==> src/rtl/seg7_pkg.sv <==
`default_nettype none
// ============================================================================
// Module   : seg7_pkg
// Purpose  : Shared constants for the binary-to-decimal seven-segment driver.
//            Segment patterns are active-high, bit order g,f,e,d,c,b,a.
// Revision : 1.0 - initial release
// ============================================================================
package seg7_pkg;

    // Active-high segment patterns for decimal digits 0..9
    localparam logic [6:0] c_SEG_DIGIT [10] = '{
        7'b0111111, 7'b0000110, 7'b1011011, 7'b1001111, 7'b1100110,
        7'b1101101, 7'b1111101, 7'b0000111, 7'b1111111, 7'b1101111
    };
    localparam logic [6:0] c_SEG_BLANK = 7'b0000000;
    localparam logic [6:0] c_SEG_DASH  = 7'b1000000;

    // Converter sequencing states
    localparam int         c_STATE_W   = 2;
    localparam logic [1:0] c_ST_IDLE   = 2'd0;
    localparam logic [1:0] c_ST_SHIFT  = 2'd1;
    localparam logic [1:0] c_ST_UPDATE = 2'd2;

    // BCD nibbles needed for any WIDTH-bit magnitude (log10(2) ~ 0.301)
    function automatic int bcd_nibbles(input int width);
        return (width * 301) / 1000 + 1;
    endfunction

endpackage
`default_nettype wire

==> src/rtl/seg7_digit_enc.sv <==
`default_nettype none
// ============================================================================
// Module   : seg7_digit_enc
// Purpose  : One digit of BCD-to-seven-segment decoding (active-high).
//            Dash wins over blank, blank wins over the digit value.
// Revision : 1.0 - initial release
// ============================================================================
module seg7_digit_enc
    import seg7_pkg::*;
(
    input  logic [3:0] i_bcd,
    input  logic       i_blank,
    input  logic       i_dash,
    output logic [6:0] o_seg
);

    // Select dash, blank or the decimal glyph; non-decimal codes stay dark
    always_comb begin
        o_seg = c_SEG_BLANK;
        if (i_dash) begin
            o_seg = c_SEG_DASH;
        end else if (!i_blank && (i_bcd <= 4'd9)) begin
            o_seg = c_SEG_DIGIT[i_bcd];
        end
    end

endmodule
`default_nettype wire

==> src/rtl/seg7_bin_display.sv <==
`default_nettype none
// ============================================================================
// Module   : seg7_bin_display
// Purpose  : Latches a binary value on start, converts it to BCD with
//            double-dabble (one bit per cycle) and registers seven-segment
//            patterns with leading-zero blanking, minus sign and overflow.
// Revision : 1.0 - initial release
// ============================================================================
module seg7_bin_display
    import seg7_pkg::*;
#(
    parameter int WIDTH          = 8,
    parameter int DIGITS         = 6,
    parameter int SIGNED         = 0,
    parameter int BLANK_LZ       = 1,
    parameter int SEG_ACTIVE_LOW = 1
) (
    input  logic                  clk,
    input  logic                  reset_n,
    input  logic                  start,
    input  logic [WIDTH-1:0]      value,
    output logic                  busy,
    output logic                  done,
    output logic                  ovf,
    output logic [7*DIGITS-1:0]   hex
);

    localparam int c_NB = bcd_nibbles(WIDTH);
    localparam int c_BW = 4 * c_NB;
    localparam int c_CW = $clog2(WIDTH + 1);
    localparam int c_HW = 7 * DIGITS;
    localparam logic [c_HW-1:0] c_HEX_OFF = (SEG_ACTIVE_LOW != 0) ? {c_HW{1'b1}} : {c_HW{1'b0}};

    logic [c_STATE_W-1:0] r_state;
    logic [c_STATE_W-1:0] w_stateNext;
    logic                 r_sign;
    logic [WIDTH-1:0]     r_mag;
    logic [c_BW-1:0]      r_bcd;
    logic [c_CW-1:0]      r_cnt;
    logic [c_HW-1:0]      r_hex;
    logic                 r_ovf;
    logic                 r_done;

    logic                 w_negIn;
    logic [WIDTH-1:0]     w_magIn;
    logic [c_BW-1:0]      w_bcdAdj;
    int                   w_sigCnt;
    logic                 w_ovf;
    logic [DIGITS-1:0]    w_blank;
    logic [DIGITS-1:0]    w_dash;
    logic [c_HW-1:0]      w_seg;

    // Sign and magnitude of the incoming value; the most negative value
    // negates to itself, which reads correctly as an unsigned magnitude
    assign w_negIn = (SIGNED != 0) && value[WIDTH-1];
    assign w_magIn = w_negIn ? -value : value;

    // State register
    always_ff @(posedge clk or negedge reset_n) begin
        if (!reset_n) begin
            r_state <= c_ST_IDLE;
        end else begin
            r_state <= w_stateNext;
        end
    end

    // Next-state: accept start only when idle, run WIDTH shifts, then publish
    always_comb begin
        w_stateNext = r_state;
        case (r_state)
            c_ST_IDLE:   if (start) w_stateNext = c_ST_SHIFT;
            c_ST_SHIFT:  if (r_cnt == c_CW'(1)) w_stateNext = c_ST_UPDATE;
            c_ST_UPDATE: w_stateNext = c_ST_IDLE;
            default:     w_stateNext = c_ST_IDLE;
        endcase
    end

    // Double-dabble correction: nibbles of 5 or more get +3 before the shift
    always_comb begin
        w_bcdAdj = r_bcd;
        for (int k = 0; k < c_NB; k++) begin
            if (r_bcd[4*k +: 4] >= 4'd5) begin
                w_bcdAdj[4*k +: 4] = r_bcd[4*k +: 4] + 4'd3;
            end
        end
    end

    // Conversion datapath: latch operand, then shift one bit per cycle
    always_ff @(posedge clk or negedge reset_n) begin
        if (!reset_n) begin
            r_sign <= 1'b0;
            r_mag  <= '0;
            r_bcd  <= '0;
            r_cnt  <= '0;
        end else begin
            case (r_state)
                c_ST_IDLE: begin
                    if (start) begin
                        r_sign <= w_negIn;
                        r_mag  <= w_magIn;
                        r_bcd  <= '0;
                        r_cnt  <= c_CW'(WIDTH);
                    end
                end
                c_ST_SHIFT: begin
                    // The bit leaving the top nibble is always zero since
                    // c_NB covers the full magnitude range
                    r_bcd <= c_BW'({w_bcdAdj, r_mag[WIDTH-1]});
                    r_mag <= {r_mag[WIDTH-2:0], 1'b0};
                    r_cnt <= r_cnt - c_CW'(1);
                end
                default: ;
            endcase
        end
    end

    // Digit layout: significant count, overflow, sign position and blanking
    always_comb begin
        w_sigCnt = 1;
        w_ovf    = 1'b0;
        w_blank  = '0;
        w_dash   = '0;
        for (int k = 0; k < c_NB; k++) begin
            if (r_bcd[4*k +: 4] != 4'd0) begin
                w_sigCnt = k + 1;
                if (k >= DIGITS) w_ovf = 1'b1;
            end
        end
        if ((w_sigCnt + int'(r_sign)) > DIGITS) w_ovf = 1'b1;
        for (int i = 0; i < DIGITS; i++) begin
            if (w_ovf) begin
                w_dash[i] = 1'b1;
            end else if (i >= w_sigCnt) begin
                if (r_sign && ((BLANK_LZ != 0) ? (i == w_sigCnt) : (i == DIGITS - 1))) begin
                    w_dash[i] = 1'b1;
                end else if (BLANK_LZ != 0) begin
                    w_blank[i] = 1'b1;
                end
            end
        end
    end

    // One encoder per displayed digit; positions beyond the BCD register read as 0
    for (genvar i = 0; i < DIGITS; i++) begin : g_digit
        logic [3:0] w_nib;
        if (i < c_NB) begin : g_nib
            assign w_nib = r_bcd[4*i +: 4];
        end else begin : g_pad
            assign w_nib = 4'd0;
        end
        seg7_digit_enc u_enc (
            .i_bcd   (w_nib),
            .i_blank (w_blank[i]),
            .i_dash  (w_dash[i]),
            .o_seg   (w_seg[7*i +: 7])
        );
    end

    // Output registers change only when a conversion completes
    always_ff @(posedge clk or negedge reset_n) begin
        if (!reset_n) begin
            r_hex  <= c_HEX_OFF;
            r_ovf  <= 1'b0;
            r_done <= 1'b0;
        end else begin
            r_done <= (r_state == c_ST_UPDATE);
            if (r_state == c_ST_UPDATE) begin
                r_hex <= (SEG_ACTIVE_LOW != 0) ? ~w_seg : w_seg;
                r_ovf <= w_ovf;
            end
        end
    end

    assign busy = (r_state != c_ST_IDLE);
    assign done = r_done;
    assign ovf  = r_ovf;
    assign hex  = r_hex;

endmodule
`default_nettype wire
==> config.mk <==
export PLATFORM = sky130hd
export DESIGN_NAME = seg7_bin_display
export DESIGN_NICKNAME = d
export VERILOG_FILES = /design/src/rtl/seg7_pkg.sv /design/src/rtl/seg7_digit_enc.sv /design/src/rtl/seg7_bin_display.sv
export SDC_FILE = /design/constraint.sdc
export NUM_CORES = 1
export LEC_CHECK = 0
export ABC_AREA = 1
export CAP_MARGIN = 20
export CORE_ASPECT_RATIO = 0.6
export CORE_MARGIN = 2
export CORE_UTILIZATION = 40
export CTS_BUF_LIST = sky130_fd_sc_hd__clkbuf_16
export DETAILED_ROUTE_END_ITERATION = 8
export PLACE_DENSITY = 0.63
export SETUP_SLACK_MARGIN = 0.02
export SLEW_MARGIN = 20
export SYNTH_ARGS = -nofsm -noshare
export SYNTH_HDL_FRONTEND = slang
export SYNTH_HIERARCHICAL = 1
export SYNTH_SLANG_ARGS = --single-unit
==> constraint.sdc <==
create_clock -name clk -period 1.5 [get_ports clk]
set_input_delay 0.3 -clock clk [delete_from_list [all_inputs] [get_ports clk]]
set_output_delay 0.3 -clock clk [all_outputs]
set_load 0.01 [all_outputs]
==> results_dict.tcl <==
set metrics [dict create \
    synth-xor-area-share_pct 0 \
    synth_top_family_by_area "simple AND/OR/NAND/NOR gates" \
    synth-compound-area-share_pct 12.5 \
    portBuffers 54 \
    post-place-ws_ps -92.1 \
    n_antenna_cell 0 \
    critical_path_buf_inv_count 3 \
    vdd_drop_max_v 0.000965 \
    arrival_ps 1770 \
    postLayoutCoreUtil_pct 53.9 \
    clk_pin_slew_ps 60 \
    min_period_over_period_pct 100 \
    die_w_um 139 \
    fin_nets 751 \
    cts-htree-levels 3 \
    fin_area_um2 5730 \
    yosys.area_share.simple_pct 27.0 \
    clkSinkCount 69 \
    clock-root-buffer "clkbuf_16" \
    busiest_layer "met2" \
    path_cells "inv_2 > ha_4 > inv_2 > or2_4 > nor4_4 > inv_2 > nand3_4 > nor2_2 > o21ai_2" \
    synth_seq_cells 69 \
    antenna_found_initial 0 \
    clk_latency_ps 330 \
    synthCells 559 \
    violations "negative setup slack" \
    end_kind "register" \
    path_delay_family "simple AND/OR/NAND/NOR gates" \
    netlist_area_um2 4380 \
    synthTopCellsByArea "dfstp_2, dfrtp_1, nand2_1, ha_1, nor2_1" \
    drive_above_1_share_pct 20.5 \
    worstHoldPathType "in -> async" \
    synthMuxAreaShare_pct 0 \
    power_leakage_nw 2.95 \
    vias_per_cell 4.38 \
    grt_max_degree 85 \
    vias 3702 \
    fmax_mhz 665 \
    final_hold_viol_count 0 \
    syn2layout_area_growth_pct 30.8 \
    required_ps 1760 \
    overflow 0 \
    start_util_pct 41.2 \
    synth_area_leader_cell "dfstp_2" \
    rrSetupSlack_ps -4 \
    gp_congestion 0.829 \
    critical-path-slowest-cell "dfrtp_2" \
    gr-usage-met1_pct 22.5 \
    wl_per_cell_um 10.9 \
    crit_path_start_kind "register" \
    dieArea_um2 11800 \
    final_antenna_net_count 0 \
    yosys.area.top_type_share_pct 25.2 \
    crit_fanout 6 \
    rsz0062_at_grt "true" \
    ys_types 27 \
    ios 56 \
    drt_first_pass_iters 5 \
    drt-total-wl_um 9210 \
    setup_ws_ps -4.44 \
    r2r-end "hex[8]" \
    dieHeight_um 85.1 \
    place_hpwl_um 6550 \
    cap_violations 0 \
    skew_ps 6.42 \
    powerDensity_nw_per_um2 1930 \
    tns_ps -4.44 \
    critPathKind "reg -> reg" \
    cp_slowest_stage_delay_ps 400 \
    core_um2 10600 \
    place_area_um2 5410 \
    drt_iter0_markers 149 \
    grt.met2_usage_pct 26.1 \
    grt_pass1_wl_um 16000 \
    clk_path_buf_depth 2 \
    rows 29 \
    syn_avg_cell_area_um2 7.83 \
    drc 0 \
    r2r_start "r_bcd[4]" \
    cpMostUsedCell "inv_2" \
    slew_viol_final 0 \
    grt_usage_pct 16.6 \
    grtUsageMet3_pct 4.68 \
    synth_fa_ha_area_share_pct 10.9 \
    grt_pass1_vias 3549 \
    timing.final.crit_period_ps 1500 \
    cts_tree "yes" \
    outcome "complete, but fails checks" \
    yosysSeqAreaShare_pct 40.6 \
    ys_warn_count 6 \
    finalSetupViolCount 1 \
    numCtsBuffers 9 \
    ff2ff_path_depth 9 \
]
where the power goes:
group	leakage (nW)	switching [mW]	internal, mW
sequential	0.775	0.550	3.11
clock	0.133	0.746	1.08
combinational	2.04	3.18	2.38
total	2.95	4.48	6.57
worst reg2reg max path, delay by kind of cell, from the launching register on:
kind | cells | cell delay, ps
and+or+nand+nor | 4 | 600
adders and majority gates | 1 | 130
DFF | 1 | 400
AOI/OAI and AO/OA | 1 | 120
buffers and inverters | 3 | 190
cell usage in the layout (no fill, tap or decap), drive strengths merged:
| cell type | instances |
|---|---|
| nand2 | 162 |
| o21ai | 77 |
| inv | 71 |
| nor2 | 70 |
| conb | 68 |
| dfstp | 42 |
| dlygate4sd2 | 41 |
| ha | 38 |
| nand3 | 36 |
| dfrtp | 27 |
| buf | 27 |
| a21oi | 14 |
| clkbuf | 9 |
| clkdlybuf4s50 | 9 |
| clkinv | 4 |
| o22ai | 3 |
| clkdlybuf4s15 | 3 |
| nand4 | 2 |
| or2 | 1 |
| nor4 | 1 |
| o211ai | 1 |
| nor3 | 1 |
Yosys cell counts, drive strengths merged:
cell type,number
a21oi,14
buf,12
clkbuf,2
conb,2
dfrtp,27
dfstp,42
ha,38
inv,68
nand2,162
nand3,36
nand4,2
nor2,70
nor3,1
nor4,1
o211ai,1
o21ai,77
o22ai,3
or2,1
worst max path at each step:
| stage | start | to | slack (ps) | depth (start not counted) |
|---|---|---|---|---|
| floorplan | r_bcd[5] | hex[12] | -50 | 9 |
| global placement | r_bcd[4] | hex[12] | -50 | 9 |
| detailed placement | r_bcd[4] | hex[11] | -90 | 9 |
| CTS | r_bcd[5] | hex[7] | -20 | 9 |
| global route | r_bcd[4] | hex[12] | -110 | 9 |
| finish | r_bcd[4] | hex[8] | -4 | 9 |
area by class of cell:
| cell class | instances | area (um2) |
|---|---|---|
| Sequential cell | 69 | 1780 |
| Fill cell | 1017 | 4900 |
| Timing Repair Buffer | 80 | 721 |
| Inverter | 68 | 258 |
| Tap cell | 139 | 174 |
| Clock inverter | 7 | 26.3 |
| Clock buffer | 9 | 225 |
| Multi-Input combinational cell | 474 | 2540 |
registers in the layout, summed over array words and instances (netlist names):
register,flops
r_mag,8
r_bcd,12
r_cnt,4
done,1
r_state,2
hex,42
per-layer routing:
metal  part of all wire, %  wire length (um)  vias to the layer above
met5                     0                 0                        -
met4                  0.73                67                        0
met3                   4.0               369                        6
met2                    45              4100                       60
met1                    51              4670                     1647
li1                      -                 -                     1989
per-stage QoR:
stage | power (mW) | std cells | hold WS (ps)
after detailed placement | 9.33 | 822 | 369
after global placement | 9.16 | 822 | 363
after global routing | 12.1 | 846 | 17.0
after CTS | 10.9 | 841 | 6.77
final | 11.0 | 846 | 17.3
after floorplan | 7.17 | 625 | 4.41
cells by family after synthesis:
family | Yosys count
other cells | 2
simple gates | 273
flops | 69
compound gates | 95
fa+ha+maj | 38
buf+inv | 82
repair_timing:
action                                 in CTS  in global routing
endpoints found under the hold margin       0                  0
hold buffers                                0                  0
setup endpoints to repair                  52                 24
pin swaps                                   4                  7
resized for setup                          50                 17
setup buffers                               3                  5
Power figures use the tool's default switching activity.
